<file path="src/rtl/kronos_mtimer_if.sv">
// Single-beat Wishbone-style bus bundle for the machine timer register port.
interface kronos_mtimer_if;
    logic        wb_cyc;
    logic        wb_stb;
    logic        wb_we;
    logic [4:0]  wb_adr;
    logic [31:0] wb_dat_i;
    logic [31:0] wb_dat_o;
    logic        wb_ack;

    modport master (
        output wb_cyc, wb_stb, wb_we, wb_adr, wb_dat_i,
        input  wb_dat_o, wb_ack
    );

    modport slave (
        input  wb_cyc, wb_stb, wb_we, wb_adr, wb_dat_i,
        output wb_dat_o, wb_ack
    );
endinterface

</file>
<file path="src/rtl/kronos_mtimer.sv">
// Machine timer (mtime/mtimecmp) and software interrupt (msip) register block.
// mtime advances once every PRESCALE core cycles; the interrupt outputs are
// registered levels that feed the machine-level CSR block.
module kronos_mtimer #(
    parameter int unsigned PRESCALE = 16
) (
    input  logic                  clk,
    input  logic                  rst,
    kronos_mtimer_if.slave        bus,
    output logic                  timer_interrupt,
    output logic                  software_interrupt
);

    localparam logic [15:0] PS_LAST = 16'(PRESCALE - 1);

    logic [15:0] pcnt_q, pcnt_d;
    logic [63:0] mtime_q, mtime_d;
    logic [63:0] mtimecmp_q, mtimecmp_d;
    logic        msip_q, msip_d;
    logic        ack_q, ack_d;
    logic [31:0] dat_q, dat_d;
    logic        tint_q, tint_d;
    logic        sint_q, sint_d;

    logic        accept;
    logic        wr;
    logic        tick;
    logic [31:0] rdata;

    // Byte lanes are not supported; the low address bits carry no information.
    logic unused_adr;
    assign unused_adr = ^bus.wb_adr[1:0];

    // Accept a request only while no ack is outstanding, so every access costs two cycles.
    always_comb begin
        accept = bus.wb_cyc & bus.wb_stb & ~ack_q;
        wr     = accept & bus.wb_we;
        tick   = (pcnt_q == PS_LAST);
    end

    // Read mux over the word-addressed register map; unmapped words read as zero.
    always_comb begin
        rdata = '0;
        case (bus.wb_adr[4:2])
            3'd0:    rdata = mtime_q[31:0];
            3'd1:    rdata = mtime_q[63:32];
            3'd2:    rdata = mtimecmp_q[31:0];
            3'd3:    rdata = mtimecmp_q[63:32];
            3'd4:    rdata = {31'd0, msip_q};
            default: rdata = '0;
        endcase
    end

    // Next state: prescaler, mtime increment, register writes and registered outputs.
    always_comb begin
        pcnt_d     = tick ? '0 : pcnt_q + 16'd1;
        mtime_d    = tick ? mtime_q + 64'd1 : mtime_q;
        mtimecmp_d = mtimecmp_q;
        msip_d     = msip_q;

        // A write to either half of mtime overrides that cycle's increment; the
        // untouched half keeps its old value with no carry applied.
        if (wr) begin
            case (bus.wb_adr[4:2])
                3'd0:    mtime_d = {mtime_q[63:32], bus.wb_dat_i};
                3'd1:    mtime_d = {bus.wb_dat_i, mtime_q[31:0]};
                3'd2:    mtimecmp_d = {mtimecmp_q[63:32], bus.wb_dat_i};
                3'd3:    mtimecmp_d = {bus.wb_dat_i, mtimecmp_q[31:0]};
                3'd4:    msip_d = bus.wb_dat_i[0];
                default: ;
            endcase
        end

        ack_d  = accept;
        dat_d  = (accept & ~bus.wb_we) ? rdata : '0;
        tint_d = (mtime_q >= mtimecmp_q);
        sint_d = msip_q;
    end

    // State registers with synchronous reset; a pending ack is dropped on reset.
    always_ff @(posedge clk) begin
        if (rst) begin
            pcnt_q     <= '0;
            mtime_q    <= '0;
            mtimecmp_q <= '1;
            msip_q     <= 1'b0;
            ack_q      <= 1'b0;
            dat_q      <= '0;
            tint_q     <= 1'b0;
            sint_q     <= 1'b0;
        end else begin
            pcnt_q     <= pcnt_d;
            mtime_q    <= mtime_d;
            mtimecmp_q <= mtimecmp_d;
            msip_q     <= msip_d;
            ack_q      <= ack_d;
            dat_q      <= dat_d;
            tint_q     <= tint_d;
            sint_q     <= sint_d;
        end
    end

    assign bus.wb_ack         = ack_q;
    assign bus.wb_dat_o       = dat_q;
    assign timer_interrupt    = tint_q;
    assign software_interrupt = sint_q;

endmodule
</file>
<file path="src/flat_wrapper.sv">
// flat-port wrapper written by rule: the top's interface ports become plain ports
module kronos_mtimer_flat 
#(
    parameter int unsigned PRESCALE = 16
)
  (clk, rst, timer_interrupt, software_interrupt, bus_wb_cyc, bus_wb_stb, bus_wb_we, bus_wb_adr, bus_wb_dat_i, bus_wb_dat_o, bus_wb_ack);
  kronos_mtimer_if bus_i ();
  input  logic clk;
  input  logic rst;
  output logic timer_interrupt;
  output logic software_interrupt;
  input wire logic [$bits(bus_i.wb_cyc)-1:0] bus_wb_cyc;
  input wire logic [$bits(bus_i.wb_stb)-1:0] bus_wb_stb;
  input wire logic [$bits(bus_i.wb_we)-1:0] bus_wb_we;
  input wire logic [$bits(bus_i.wb_adr)-1:0] bus_wb_adr;
  input wire logic [$bits(bus_i.wb_dat_i)-1:0] bus_wb_dat_i;
  output wire logic [$bits(bus_i.wb_dat_o)-1:0] bus_wb_dat_o;
  output wire logic [$bits(bus_i.wb_ack)-1:0] bus_wb_ack;
  assign bus_i.wb_cyc = bus_wb_cyc;
  assign bus_i.wb_stb = bus_wb_stb;
  assign bus_i.wb_we = bus_wb_we;
  assign bus_i.wb_adr = bus_wb_adr;
  assign bus_i.wb_dat_i = bus_wb_dat_i;
  assign bus_wb_dat_o = bus_i.wb_dat_o;
  assign bus_wb_ack = bus_i.wb_ack;
  kronos_mtimer #(.PRESCALE(PRESCALE)) u_core (.clk(clk), .rst(rst), .bus(bus_i), .timer_interrupt(timer_interrupt), .software_interrupt(software_interrupt));
endmodule
</file>
<file path="config.mk">
export PLATFORM = sky130hd
export DESIGN_NAME = kronos_mtimer_flat
export DESIGN_NICKNAME = d
export VERILOG_FILES = /design/src/rtl/kronos_mtimer_if.sv /design/src/rtl/kronos_mtimer.sv /design/src/flat_wrapper.sv
export SDC_FILE = /design/constraint.sdc
export NUM_CORES = 1
export LEC_CHECK = 0
export BUFFER_PORTS_ARGS = -buffer_cell sky130_fd_sc_hd__clkbuf_2
export CAP_MARGIN = 20
export CORE_UTILIZATION = 35
export DETAILED_ROUTE_END_ITERATION = 10
export PLACE_DENSITY_LB_ADDON = 0.2
export SLEW_MARGIN = 20
export SYNTH_ARGS = -nofsm -noshare
export SYNTH_HDL_FRONTEND = slang
export SYNTH_SLANG_ARGS = --single-unit
</file>
<file path="constraint.sdc">
create_clock -name clk -period 2.3 [get_ports clk]
set_input_delay 0.345 -clock clk [delete_from_list [all_inputs] [get_ports clk]]
set_output_delay 0.345 -clock clk [all_outputs]
set_load 0.05 [all_outputs]
</file>
==> qor.yml <==
outcome:
  outcome: "finished, violations left"
  violations: "negative setup slack"
synthesis:
  syn_area_per_cell_sq_um: 7.988
  synth_warnings: 0
  synth_edf_count: 0
  synth_seq_cells: 180
  synth.most_common_cell: "dfxtp_1"
  syn_inst: 1274
  yosysTopAreaCell: "dfxtp_1"
  synth_ff_type: "dfxtp_1"
  synthesis.area_sq_mm: 0.01018
  yosysSeqAreaShare: 0.3541
  syn-num-nets: 1382
  synthArstFlopShare: 0
  synthTopCellsByArea: "dfxtp_1, ha_1, a22oi_1, o211ai_1, nand2_1"
  synth_top_area_frac: 0.3541
  synth_cell_types: 69
  synth_commonest_cells: "dfxtp_1, nand2_1, a22oi_1, clkbuf_1, a21oi_1"
placed_design:
  portBuffers: 74
  place_congestion: 0.9374
  hpwl_mm: 26.39
  place_area_sq_mm: 0.01202
  placedCellCount: 1793
drt:
  vias: 10740
  wl_per_cell_microns: 20.18
  first_pass_iters: 5
  wl_met1_mm: 17.03
  ant_nets: 0
  routed-wl-met2_mm: 16.70
  drc: 0
  drt-total-wl_mm: 37.10
  first_iter_violations: 781
  vias_per_cell: 5.844
  route.met3.wl_mm: 2.313
  dr.max_layer_used: "met4"
worst_setup_path:
  r2r_end: "u_core.timer_interrupt"
  ff2ff_setup_slack_ns: -0.11
  critPathCapture: "u_core.timer_interrupt"
  startpoint: "u_core.mtime_q[8]"
  setup.worst_path.class: "reg2reg"
  r2r_cells: 8
  start_kind: "register"
  r2r-start: "u_core.mtime_q[8]"
  arrival_ns: 2.76
  cp_max_fo: 7
  cp.required_ns: 2.65
  cp-end-kind: "register"
clocking:
  cts_made_buffers: 17
  path_clk_slew_ns: 0.07
  tritoncts: "done"
  clockRootBuffer: "clkbuf_16"
  clockBufferDepth: 2
  ctsHoldBuffers: 0
  htree_levels: 4
  clk_latency_ns: 0.44
  clock-sinks: 180
grt:
  antenna_found_initial: 0
  grt_pass1_wl_mm: 58.55
  grt_pass1_vias: 10330
  grt_use_total: 0.2491
  grt_overflow: 0
  grt_max_degree: 57
timing:
  finalCritPeriodShare: 1.046
  drv_slew: 0
  max_clock_freq_mhz: 415.7
  fin_crit_ns: 2.406
  rsz0062_at_grt: "true"
  fin_ws_ns: -0.1058
  tightest_slew_ns: 0.5579
  skew_ns: 0.01285
  holdWs_ns: 0.1508
  relSlewSlack: 0.6270
  setup-violations-final: 22
  hold_violations: 0
min_path:
  hp-class: "in2reg"
die:
  die_x_microns: 172.5
  dieArea_sq_mm: 0.02976
  die_y_microns: 172.5
  rows: 62
  core_area_sq_mm: 0.02863
  ios: 77
  start_util: 0.3555
power:
  vdd_ir_drop_max_mv: 0.4332
  finalPower_mw: 6.838
  power.density_mw_per_mm2: 514.8
  p_leak_nw: 5.629
layout:
  post-route-util: 0.4640
  drive_gt1_frac: 0.2538
  multi_input_area_sq_mm: 0.006416
  fin_nets: 1550
  n_antenna_cell: 0
  fin_cells: 1838
  stdcell_area_sq_mm: 0.01328
  regArea_sq_mm: 0.003625
  num-fill-cells: 2780
  syn_to_final_growth_pct: 30.51
job:
  drv_cap: 0
-- worst min-delay path by stage --
stage | start | to | slack (ns) | depth (start not counted)
after floorplan | u_core.pcnt_q[0] | u_core.pcnt_q[0] | 0.39 | 1
after global placement | u_core.bus.wb_ack | u_core.bus.wb_ack | 0.46 | 1
after detailed placement | u_core.bus.wb_ack | u_core.bus.wb_ack | 0.47 | 1
after CTS | bus_wb_stb | u_core.bus.wb_ack | 0.14 | 3
after global routing | bus_wb_stb | u_core.bus.wb_ack | 0.19 | 3
final | bus_wb_stb | u_core.bus.wb_ack | 0.15 | 3
-- sequential cells by signal, indices dropped and copies added, names as in the netlist --
name / cells
u_core.msip_q: 1
u_core.mtimecmp_q: 64
u_core.software_interrupt: 1
u_core.mtime_q: 64
u_core.pcnt_q: 16
u_core.bus.wb_ack: 1
u_core.bus.wb_dat_o: 32
u_core.timer_interrupt: 1
-- cell usage in the layout, fill, tap and decap left out, types with 5 or more instances in the layout --
cell type and n:
nor4_1 10, a21oi_1 85, xnor2_1 8, nand2_1 143, a22oi_1 89, clkbuf_16 18
or3_1 13, dfxtp_1 163, buf_4 157, buf_6 8, nor2_1 73, nor4_4 10
a211oi_1 11, nand3_1 46, and3_1 17, or4_4 5, and4_1 11, ha_1 60
o211ai_1 82, clkbuf_2 74, xor2_1 7, a31oi_1 24, a222oi_1 5, inv_1 69
nor3_1 23, dfxtp_2 17, mux2i_1 7, o21ai_0 33, inv_6 5, nand4_1 45
buf_12 9, ha_4 5
-- metal layers --
metal,global-route usage,vias to the layer above
li1,-,5083
met1,0.3396,5212
met2,0.3901,377
met3,0.04929,70
met4,0.08557,0
met5,0,-
-- metrics by stage --
stage	setup slack (ns)	TNS, ns
floorplan	-0.08688	-0.1056
global placement	-0.3695	-2.208
detailed placement	-0.3568	-3.799
CTS	-0.1438	-0.6589
global route	-0.2017	-3.749
finish	-0.1058	-1.052
-- layout make-up --
cell class              instances  area share
well taps                     384     0.03617
multi-input cells             923      0.4830
inverters                      70     0.01978
flip-flops and latches        180      0.2729
clock inverters                13     0.01451
repair buffers                250      0.1413
clock buffers                  18     0.03231
-- where the power goes --
group	internal, mW	switching, mW
logic	0.142	0.297
clock network	1.84	1.40
registers	3.15	0.0179
-- kinds of logic (layout without fill, tap and decap cells) --
| family | count (synthesis) | after routing | share of synthesized area |
|---|---|---|---|
| mux | 10 | 10 | 0.01131 |
| xor+xnor | 15 | 15 | 0.01291 |
| simple gates | 453 | 453 | 0.2249 |
| buf+inv | 171 | 351 | 0.06381 |
| fa+ha+maj | 66 | 66 | 0.08114 |
| flops | 180 | 180 | 0.3541 |
| compound gates | 379 | 379 | 0.2519 |
-- repair_timing --
action / 4_1_cts / 5_1_grt
gates resized for setup: 44 / 50
cloned: 1 / 1
hold endpoints to repair: 0 / 0
buffers inserted: 3 / 9
pin swaps: 9 / 45
endpoints found under the setup margin: 30 / 45
-- worst max-delay path, stage by stage, from the launching register on --
cell	delay (ns)
dfxtp_2	0.32
buf_4	0.15
ha_1	0.27
nand4_1	0.15
or4_4	0.56
or4_4	0.46
nand4_1	0.17
a21oi_2	0.07
o21bai_1	0.17
(Power assumes the default switching activity.)
